File: config.mk
export PLATFORM = sky130hd
export DESIGN_NAME = mycpu_mem_stage
export DESIGN_NICKNAME = d
export VERILOG_FILES = /design/src/rtl/mycpu_pkg.sv /design/src/rtl/mycpu_mem_align.sv /design/src/rtl/mycpu_mem_stage.sv
export SDC_FILE = /design/constraint.sdc
export NUM_CORES = 1
export LEC_CHECK = 0
export ABC_AREA = 1
export CAP_MARGIN = 15
export CELL_PAD_IN_SITES_DETAIL_PLACEMENT = 2
export CELL_PAD_IN_SITES_GLOBAL_PLACEMENT = 2
export CORE_ASPECT_RATIO = 1.1
export CORE_MARGIN = 2
export CORE_UTILIZATION = 22
export DETAILED_ROUTE_END_ITERATION = 16
export GPL_TIMING_DRIVEN = 0
export HOLD_SLACK_MARGIN = 0.15
export PLACE_DENSITY = 0.73
export SLEW_MARGIN = 20
export SYNTH_ARGS = -nofsm -noshare
export SYNTH_HDL_FRONTEND = slang
export SYNTH_SLANG_ARGS = --single-unit
export TNS_END_PERCENT = 5
File: constraint.sdc
create_clock -name clk -period 1.5 [get_ports clk]
set_input_delay 0.15 -clock clk [delete_from_list [all_inputs] [get_ports clk]]
set_output_delay 0.15 -clock clk [all_outputs]
set_load 0.02 [all_outputs]
File: src/rtl/mycpu_pkg.sv
`default_nettype none
// ============================================================================
// Module   : mycpu_pkg
// Brief    : Shared memory-op encoding, MEM-stage state encoding and op helpers.
// Revision : 1.0
// ============================================================================
package mycpu_pkg;

    typedef enum logic [3:0] {
        MEM_NONE = 4'd0,
        LB       = 4'd1,
        LBU      = 4'd2,
        LH       = 4'd3,
        LHU      = 4'd4,
        LW       = 4'd5,
        SB       = 4'd6,
        SH       = 4'd7,
        SW       = 4'd8
    } memOp_e;

    typedef logic [2:0] state_t;

    localparam state_t c_IDLE  = 3'd0;
    localparam state_t c_REQ   = 3'd1;
    localparam state_t c_WAIT  = 3'd2;
    localparam state_t c_HOLD  = 3'd3;
    localparam state_t c_DRAIN = 3'd4;

    // Codes 9..15 are reserved and fall out of both helpers as non-memory ops.
    function automatic logic is_load(input logic [3:0] op);
        return op inside {LB, LBU, LH, LHU, LW};
    endfunction

    function automatic logic is_store(input logic [3:0] op);
        return op inside {SB, SH, SW};
    endfunction

endpackage
`default_nettype wire

File: src/rtl/mycpu_mem_align.sv
`default_nettype none
// ============================================================================
// Module   : mycpu_mem_align
// Brief    : Byte-lane logic: store strobes/replication, misalignment check,
//            load extraction and extension.
// Revision : 1.0
// ============================================================================
module mycpu_mem_align
    import mycpu_pkg::*;
#(
    parameter int DATA_W = 32
) (
    input  logic [3:0]        i_exOp,
    input  logic [1:0]        i_exAddrLo,
    input  logic [3:0]        i_op,
    input  logic [1:0]        i_addrLo,
    input  logic [DATA_W-1:0] i_rt,
    input  logic [DATA_W-1:0] i_rdata,
    output logic              o_exMisalign,
    output logic [3:0]        o_wstrb,
    output logic [DATA_W-1:0] o_wdata,
    output logic [DATA_W-1:0] o_loadData
);

    logic [7:0]  w_byte;
    logic [15:0] w_half;

    // Checked on the incoming EX op so a faulting access never reaches REQ.
    always_comb begin
        o_exMisalign = 1'b0;
        case (i_exOp)
            LH, LHU, SH: o_exMisalign = i_exAddrLo[0];
            LW, SW:      o_exMisalign = |i_exAddrLo;
            default:     o_exMisalign = 1'b0;
        endcase
    end

    always_comb begin
        o_wstrb = 4'b0000;
        o_wdata = i_rt;
        case (i_op)
            SB: begin
                o_wstrb = 4'b0001 << i_addrLo;
                o_wdata = {4{i_rt[7:0]}};
            end
            SH: begin
                o_wstrb = i_addrLo[1] ? 4'b1100 : 4'b0011;
                o_wdata = {2{i_rt[15:0]}};
            end
            SW:      o_wstrb = 4'b1111;
            default: o_wstrb = 4'b0000;
        endcase
    end

    always_comb begin
        case (i_addrLo)
            2'd0:    w_byte = i_rdata[7:0];
            2'd1:    w_byte = i_rdata[15:8];
            2'd2:    w_byte = i_rdata[23:16];
            default: w_byte = i_rdata[31:24];
        endcase
        w_half = i_addrLo[1] ? i_rdata[31:16] : i_rdata[15:0];
    end

    always_comb begin
        o_loadData = i_rdata;
        case (i_op)
            LB:      o_loadData = {{24{w_byte[7]}}, w_byte};
            LBU:     o_loadData = {24'd0, w_byte};
            LH:      o_loadData = {{16{w_half[15]}}, w_half};
            LHU:     o_loadData = {16'd0, w_half};
            default: o_loadData = i_rdata;
        endcase
    end

endmodule
`default_nettype wire

File: src/rtl/mycpu_mem_stage.sv
`default_nettype none
// ============================================================================
// Module   : mycpu_mem_stage
// Brief    : MEM pipeline stage: single-outstanding SRAM-like data access,
//            address-error detection, flush draining, valid/ready to WB.
// Revision : 1.0
// ============================================================================
module mycpu_mem_stage
    import mycpu_pkg::*;
#(
    parameter int DATA_W = 32,
    parameter int REG_AW = 5
) (
    input  logic              clk,
    input  logic              resetn,
    input  logic              flush,
    input  logic              ex_valid,
    output logic              ex_ready,
    input  logic [DATA_W-1:0] ex_alu_result,
    input  logic [DATA_W-1:0] ex_rt_cont,
    input  logic [REG_AW-1:0] ex_dest,
    input  logic              ex_reg_we,
    input  logic [3:0]        ex_mem_op,
    output logic              data_req,
    output logic              data_wr,
    output logic [3:0]        data_wstrb,
    output logic [DATA_W-1:0] data_addr,
    output logic [DATA_W-1:0] data_wdata,
    input  logic              data_addr_ok,
    input  logic              data_data_ok,
    input  logic [DATA_W-1:0] data_rdata,
    output logic              wb_valid,
    input  logic              wb_ready,
    output logic [DATA_W-1:0] wb_result,
    output logic [REG_AW-1:0] wb_dest,
    output logic              wb_reg_we,
    output logic              wb_adel,
    output logic              wb_ades,
    output logic [DATA_W-1:0] wb_badvaddr
);

    state_t              r_state;
    logic                r_kill;
    logic [DATA_W-1:0]   r_addr;
    logic [DATA_W-1:0]   r_rt;
    logic [3:0]          r_op;
    logic [DATA_W-1:0]   r_wbResult;
    logic [REG_AW-1:0]   r_wbDest;
    logic                r_wbRegWe;
    logic                r_adel;
    logic                r_ades;
    logic [DATA_W-1:0]   r_badVaddr;

    logic                w_accept;
    logic                w_exIsMem;
    logic                w_exMisalign;
    logic [3:0]          w_wstrb;
    logic [DATA_W-1:0]   w_wdata;
    logic [DATA_W-1:0]   w_loadData;

    mycpu_mem_align #(
        .DATA_W (DATA_W)
    ) u_align (
        .i_exOp       (ex_mem_op),
        .i_exAddrLo   (ex_alu_result[1:0]),
        .i_op         (r_op),
        .i_addrLo     (r_addr[1:0]),
        .i_rt         (r_rt),
        .i_rdata      (data_rdata),
        .o_exMisalign (w_exMisalign),
        .o_wstrb      (w_wstrb),
        .o_wdata      (w_wdata),
        .o_loadData   (w_loadData)
    );

    assign ex_ready  = !flush && ((r_state == c_IDLE) || ((r_state == c_HOLD) && wb_ready));
    assign w_accept  = ex_valid && ex_ready;
    assign w_exIsMem = is_load(ex_mem_op) || is_store(ex_mem_op);

    assign data_req    = (r_state == c_REQ);
    assign data_wr     = data_req && is_store(r_op);
    assign data_wstrb  = w_wstrb;
    assign data_addr   = r_addr;
    assign data_wdata  = w_wdata;

    assign wb_valid    = (r_state == c_HOLD);
    assign wb_result   = r_wbResult;
    assign wb_dest     = r_wbDest;
    assign wb_reg_we   = r_wbRegWe;
    assign wb_adel     = r_adel;
    assign wb_ades     = r_ades;
    assign wb_badvaddr = r_badVaddr;

    always_ff @(posedge clk or negedge resetn) begin
        if (!resetn) begin
            r_state    <= c_IDLE;
            r_kill     <= 1'b0;
            r_addr     <= '0;
            r_rt       <= '0;
            r_op       <= 4'd0;
            r_wbResult <= '0;
            r_wbDest   <= '0;
            r_wbRegWe  <= 1'b0;
            r_adel     <= 1'b0;
            r_ades     <= 1'b0;
            r_badVaddr <= '0;
        end else begin
            case (r_state)
                c_IDLE: r_state <= c_IDLE;
                // A posted request cannot be withdrawn; remember the flush until it is taken.
                c_REQ: begin
                    if (data_addr_ok) begin
                        r_state <= (flush || r_kill) ? c_DRAIN : c_WAIT;
                        r_kill  <= 1'b0;
                    end else if (flush) begin
                        r_kill  <= 1'b1;
                    end
                end
                c_WAIT: begin
                    if (flush) begin
                        r_state <= data_data_ok ? c_IDLE : c_DRAIN;
                    end else if (data_data_ok) begin
                        r_state    <= c_HOLD;
                        r_wbResult <= is_load(r_op) ? w_loadData : r_addr;
                    end
                end
                c_HOLD: begin
                    if (flush || wb_ready) begin
                        r_state <= c_IDLE;
                    end
                end
                c_DRAIN: begin
                    if (data_data_ok) begin
                        r_state <= c_IDLE;
                    end
                end
                default: r_state <= c_IDLE;
            endcase

            // Accept overrides the HOLD->IDLE exit so back-to-back results have no bubble.
            if (w_accept) begin
                r_addr     <= ex_alu_result;
                r_rt       <= ex_rt_cont;
                r_op       <= ex_mem_op;
                r_kill     <= 1'b0;
                r_wbResult <= ex_alu_result;
                r_wbDest   <= ex_dest;
                r_wbRegWe  <= ex_reg_we && !w_exMisalign;
                r_adel     <= w_exMisalign && is_load(ex_mem_op);
                r_ades     <= w_exMisalign && is_store(ex_mem_op);
                r_badVaddr <= w_exMisalign ? ex_alu_result : '0;
                r_state    <= (w_exIsMem && !w_exMisalign) ? c_REQ : c_HOLD;
            end
        end
    end

endmodule
`default_nettype wire
==> results.yml, run 1 <==
synthesis:
  synth-edff-count: 0
  synth_fa_ha_area_frac: 0
  synth-xor-area-share: 0
  syn_nets: 1167
  yosysWarnings: 0
  yosys.area.top_type: "dfrtp_1"
  syn-instance-count: 1054
  async_flop_share: 1.00
  synth.distinct_cells: 25
  synth_area_leaders: "dfrtp_1, nand2_1, o21ai_0"
  synth_compound_area_frac: 0.131
  yosys.area.top_type_share: 0.476
  synth_top_family_by_area: "simple AND/OR/NAND/NOR gates"
  ys_seq_area_frac: 0.476
  synthesis.area_mm2: 0.00757
  synth_seq_cells: 144
  synthMuxAreaShare: 0
  avgSynthCellArea_um2: 7.19
  ys.flop_type: "dfrtp_1"
  yosysMostFrequentCell: "nand2_1"
  synth_common_cells: "nand2_1, dfrtp_1, o21ai_0, inv_1, nand3_1"
  synth-simple-area-share: 0.294
detailed_routing:
  drt_wl_total_um: 37100
  ant_nets: 0
  wl_per_cell_um: 20.5
  dr.pass1.iters: 4
  drt_iter0_drc: 291
  drc: 0
  vias: 8378
  vias_per_cell: 4.64
sta:
  period_minus_slack_ns: 2.08
  setup_tns_ns: -46.20
  hold_viol_final: 0
  finalCritPeriodShare: 1.39
  rsz0062_at_grt: "yes"
  tightest_slew_ns: 1.27
  setup_viol: 176
  relSlewSlack: 0.153
  clock-skew-final_ns: 0.00983
  setup_ws_ns: -0.583
  max_freq_ghz: 0.480
  slew_violations: 0
global_routing:
  grt-ovfl-total: 0
  grtUsageTotal: 0.207
  grt_max_degree: 83
  grt_use_met2: 0.362
  use_met3: 0.0485
  grt_pass1_wl_um: 55900
  grt_pass1_vias: 9079
  gr-usage-met1: 0.256
  antenna_found_initial: 1
  busiest_layer: "met2"
placement:
  gp_congestion: 0.810
  port_buffers: 255
  hpwl_um: 27600
  preCtsSetupSlack_ns: -1.11
  placed_area_mm2: 0.0108
run_status:
  violations: "setup timing"
  status: "complete, but fails checks"
clock_tree:
  clk_latency_ns: 0.44
  cts_tree: "yes"
  h-tree-depth: 4
  cts.sinks: 144
  cts_buffer_depth: 2
  clk_pin_slew_ns: 0.07
  root_buffer: "clkbuf_16"
  cts_buffers: 17
setup_path:
  crit_required_ns: 1.35
  critPathTopFamily: "buffers and inverters"
  slowest_stage: "dfrtp_1"
  critPathMaxStageDelay_ns: 0.39
  critPathKind: "reg2out"
  crit_arrival_ns: 1.93
  cp_max_fo: 5
  cp_num_buf_inv: 5
  critPathLaunchType: "register"
  crit_chain: "inv_2, nand2_4, nor2_4, inv_4, nor2_4, buf_12, buf_8, nand2_4, o211ai_1, buf_4"
  critPathCaptureType: "primary output"
power:
  ir_worst_vdd_uv: 867
  power.density_mw_per_mm2: 2200
  leakage_nw: 5.93
die:
  die_h_um: 199
  initial_core_util: 0.223
  die_w_um: 181
  rows: 71
  io_pins: 257
  die-area_mm2: 0.0359
  coreArea_mm2: 0.0340
layout:
  layout.nets: 1468
  area_growth_pct: 58.3
  fin_util: 0.352
  drive_gt1_frac: 0.194
  final_area_mm2: 0.0120
run:
  drv_cap: 0
min_path:
  hold_class: "in2async"
-- kinds of logic (layout without fill, tap and decap cells) --
family,Yosys count,in the layout
AND/OR/NAND/NOR,550,550
AO/OA/AOI/OAI,188,189
buffers and inverters,172,485
flip-flops,144,144
other,0,1
-- cell usage in the layout, fill, tap and decap left out, types with 3 or more instances in the layout --
master / Yosys / layout
nand2_1: 363 / 352
dfrtp_1: 144 / 138
clkdlybuf4s50_1: 0 / 110
dlygate4sd2_1: 0 / 105
inv_1: 89 / 85
nor2_1: 83 / 81
buf_4: 18 / 62
o21ai_0: 128 / 61
nand3_1: 89 / 55
o21ai_1: 0 / 49
a21oi_1: 43 / 39
nand3_2: 1 / 33
o21ai_2: 0 / 19
clkbuf_16: 0 / 17
inv_2: 16 / 16
buf_2: 26 / 16
buf_6: 0 / 13
nand2_4: 0 / 8
buf_8: 0 / 8
o211ai_1: 8 / 8
clkbuf_1: 21 / 7
buf_12: 0 / 6
dfrtp_2: 0 / 6
clkdlybuf4s15_2: 0 / 6
clkbuf_2: 0 / 5
nor2_4: 3 / 4
nand2_2: 1 / 4
clkbuf_8: 0 / 4
clkinvlp_4: 0 / 4
nand4_1: 4 / 4
a21oi_2: 1 / 4
inv_6: 0 / 4
clkbuf_4: 0 / 3
or2_2: 3 / 3
o31ai_1: 5 / 3
-- report_power, final --
group	total, W	internal [W]	switching, W
Combinational	0.0152	0.00559	0.00958
Clock	0.00453	0.00258	0.00196
Sequential	0.00671	0.00556	0.00115
Total	0.0264	0.0137	0.0127
-- registers in the layout, summed over array words and instances, names as in the netlist --
name         count
data_addr       32
r_kill           1
r_op             4
r_rt            32
r_state          3
wb_adel          1
wb_ades          1
wb_badvaddr     32
wb_dest          5
wb_reg_we        1
wb_result       32
-- path summary, 6_finish.rpt --
kind / from / end / slack, ns / depth (start not counted)
min: resetn / wb_dest[1] / 0.23 / 2
min in group clk: ex_dest[1] / wb_dest[1] / 0.24 / 3
max: r_op[3] / data_wdata[31] / -0.58 / 10
max in group asynchronous: resetn / wb_result[5] / 0.44 / 3
min reg2reg: r_rt[20] / r_rt[20] / 0.48 / 2
max reg2reg: r_state[2] / wb_result[1] / -0.41 / 9
-- layout make-up --
| cell class | instances | area, um2 |
|---|---|---|
| Antenna cell | 1 | 2.50 |
| Buffer | 65 | 538 |
| Clock buffer | 19 | 453 |
| Clock inverter | 13 | 151 |
| Fill cell | 3950 | 22000 |
| Inverter | 107 | 418 |
| Multi-Input combinational cell | 739 | 3620 |
| Sequential cell | 144 | 3610 |
| Tap cell | 438 | 548 |
| Timing Repair Buffer | 281 | 2650 |
-- metal layers --
metal  part of all wire  up-vias
li1                   -     3947
met1               0.42     4184
met2               0.50      214
met3              0.058       31
met4              0.016        2
met5            0.00043        -
-- worst reg2reg max path, stage by stage, from the launching register on --
cell,delay (ns)
dfrtp_1,0.41
inv_2,0.12
nand4_1,0.17
a21oi_4,0.33
buf_6,0.21
buf_12,0.18
nand3_2,0.13
nand2_1,0.14
a21oi_1,0.05
nor2_1,0.10
-- through the flow --
stage          std cells  power (W)  hold WS [ns]
2_1_floorplan       1054     0.0147        -0.146
3_3_place_gp        1747     0.0213         0.462
3_5_place_dp        1748     0.0217         0.145
4_1_cts             1795     0.0262         0.227
5_1_grt             1806     0.0285         0.231
6_report            1807     0.0264         0.234
-- what timing repair did --
| item | in CTS | in global routing |
|---|---|---|
| hold endpoints to repair | 62 | 0 |
| gates resized for setup | 415 | 72 |
| hold buffers | 1 | 0 |
| pin swaps | 14 | 18 |
| endpoints found under the setup margin | 288 | 176 |
| setup buffers | 13 | 10 |
| gates cloned | 1 | 1 |
Note: power is estimated with default switching activity, not from simulation.
==> inputs of run 2 (changes only) <==
Settings changed: CAP_MARGIN 15 to not set, CORE_UTILIZATION 22 to 27, CTS_BUF_LIST set to sky130_fd_sc_hd__clkbuf_4 sky130_fd_sc_hd__clkbuf_8, PLACE_DENSITY 0.73 to 0.84.
Clock period 1.5 ns to 2.4 ns, I/O delays scaled along.
==> run 2 against run 1 <==
Effect of this change:
- the run now ends clean
- final cell count fell by 5.2%
- largest power group unchanged
- core utilization rose by 4.5 points
- critical path type unchanged
- sequential power fell by 38%
- global-route usage rose by 4.1 points
- hold slack improved by 0.0056 ns
==> results.yml, run 2 (synthesis gave the netlist of run 1 again) <==
detailed_routing:
  drc: 0
  vias_per_cell: 4.83
  drt_iter0_drc: 314
  ant_nets: 0
  dr.pass1.iters: 4
  drt_wl_total_um: 35900
  wl_per_cell_um: 20.9
  vias: 8274
sta:
  slew_violations: 0
  tightest_slew_ns: 0.905
  rsz0062_at_grt: "yes"
  setup_viol: 0
  max_freq_ghz: 0.438
  hold_viol_final: 0
  period_minus_slack_ns: 2.28
  finalCritPeriodShare: 0.951
  relSlewSlack: 0.396
  clock-skew-final_ns: 0.0138
setup_path:
  r2r_slack_ns: 0.19
  cp_num_buf_inv: 3
  critPathKind: "reg2out"
  slowest_stage: "clkdlybuf4s50_1"
  r2r_start: "r_state[0]"
  crit_arrival_ns: 2.04
  crit_required_ns: 2.16
  crit_chain: "inv_2, nand3_1, inv_1, clkdlybuf4s50_1"
  critPathLaunchType: "register"
  critPathCaptureType: "primary output"
  critPathTopFamily: "buffers and inverters"
  critPathMaxStageDelay_ns: 0.63
  cp_max_fo: 5
  r2r_end: "data_addr[5]"
  ff2ff_path_depth: 8
placement:
  port_buffers: 255
  gp_congestion: 0.839
  hpwl_um: 26700
power:
  power.density_mw_per_mm2: 1390
  leakage_nw: 5.26
  ir_worst_vdd_uv: 433
  p_total_w: 0.0154
layout:
  layout.nets: 1447
  n_fill_cell: 3308
  multi_input_area_mm2: 0.00325
  layout.cells.most_common: "nand2_1"
  fin_util: 0.398
  register_area_mm2: 0.00360
  final_cell_mix: "nand2_1, clkdlybuf4s50_1, dfrtp_1, o21ai_0, nand3_1"
  area_growth_pct: 45.5
  drive_gt1_frac: 0.101
die:
  die_w_um: 164
  io_pins: 257
  initial_core_util: 0.273
  die-area_mm2: 0.0294
  die_h_um: 180
  rows: 64
  coreArea_mm2: 0.0277
clock_tree:
  root_buffer: "clkbuf_8"
  h-tree-depth: 4
  cts_buffer_depth: 2
  cts.sinks: 144
  clk_pin_slew_ns: 0.08
  cts_buffers: 17
  cts_tree: "yes"
  clk_latency_ns: 0.49
min_path:
  hold_class: "in2reg"
  hp-start: "ex_valid"
  whs_path_depth: 3
  holdPathEnd: "data_addr[7]"
global_routing:
  grtUsageTotal: 0.248
  grt_pass1_wl_um: 55100
  grt_max_degree: 84
  grt-ovfl-total: 0
  grt_pass1_vias: 9346
  antenna_found_initial: 2
run:
  drv_cap: 0
run_status:
  status: "complete, no violations"
==> run 2: cell types whose count changed in the layout (fill, tap and decap cells not counted), moves of 12 or more <==
cell / change
buf_2: +19
buf_4: -37
buf_6: -12
clkbuf_16: -17
clkbuf_8: +17
clkdlybuf4s50_1: +114
dlygate4sd2_1: -95
nand3_1: +34
nand3_2: -32
o21ai_0: +66
o21ai_1: -48
o21ai_2: -19
==> run 2: worst register-to-register path, stage by stage, from the launching register on <==
cell,delay [ns]
dfrtp_1,0.41
inv_1,0.13
nand3_1,0.16
nand2_1,0.11
nand3_1,0.08
buf_4,0.20
inv_2,0.16
clkbuf_1,0.58
o21ai_0,0.22
==> run 2: worst max path at each step <==
stage / from / end / slack (ns) / depth (start not counted)
6_report: r_state[1] / data_req / 0.12 / 4
5_1_grt: r_op[3] / data_wstrb[2] / -0.03 / 8
4_1_cts: r_op[3] / data_wdata[31] / -0.17 / 9
3_5_place_dp: r_op[3] / data_wdata[31] / -0.45 / 9
3_3_place_gp: resetn / r_rt[13] / -5.25 / 1
2_1_floorplan: r_op[3] / data_wstrb[1] / 0.55 / 7
==> run 2: where the power goes <==
group          total (W)  internal (W)  switching (W)
logic            0.00908       0.00340        0.00568
registers        0.00419       0.00346       0.000724
clock network    0.00211       0.00102        0.00108
==> run 2: final cells by class <==
cell class              count  area share
clock buffers              21      0.0257
clock inverters            11      0.0116
diodes                      3    0.000681
multi-input cells         738       0.295
plain buffers              64      0.0330
repair buffers            262       0.229
well taps                 363      0.0412
inverters                 107      0.0370
flip-flops and latches    144       0.327
==> run 2: what timing repair did <==
action | 4_1_cts | 5_1_grt
endpoints found under the hold margin | 82 | 0
gates resized for setup | 86 | 27
pin swaps | 3 | 2
endpoints found under the setup margin | 30 | 26
hold buffers | 1 | 0
buffers inserted | 4 | 1
==> run 2: through the flow <==
step	hold WS (ns)	setup WS, ns	TNS [ns]	std cells	area [um2]
3_5_place_dp	0.289	-0.450	-6.02	1673	10600
2_1_floorplan	-0.0556	0.553	0	1054	7570
4_1_cts	0.205	-0.165	-1.02	1709	11000
3_3_place_gp	0.461	-5.25	-756.05	1672	10600
5_1_grt	0.283	-0.0297	-0.119	1711	11000
6_report	0.240	0.116	0	1713	11000
==> run 2: per-layer routing <==
layer / up-vias / share of wire / global-route usage
met2: 220 / 0.50 / 0.437
met1: 4121 / 0.41 / 0.296
met4: 0 / 0.022 / 0.0726
met3: 39 / 0.061 / 0.0623
li1: 3894 / - / -
met5: - / 0 / 0
==> inputs of run 3 (changes only) <==
Settings changed: HOLD_SLACK_MARGIN 0.15 to not set.
==> results of run 3 <==
No change in the layout: final DEF, timing and power equal those of run 2.
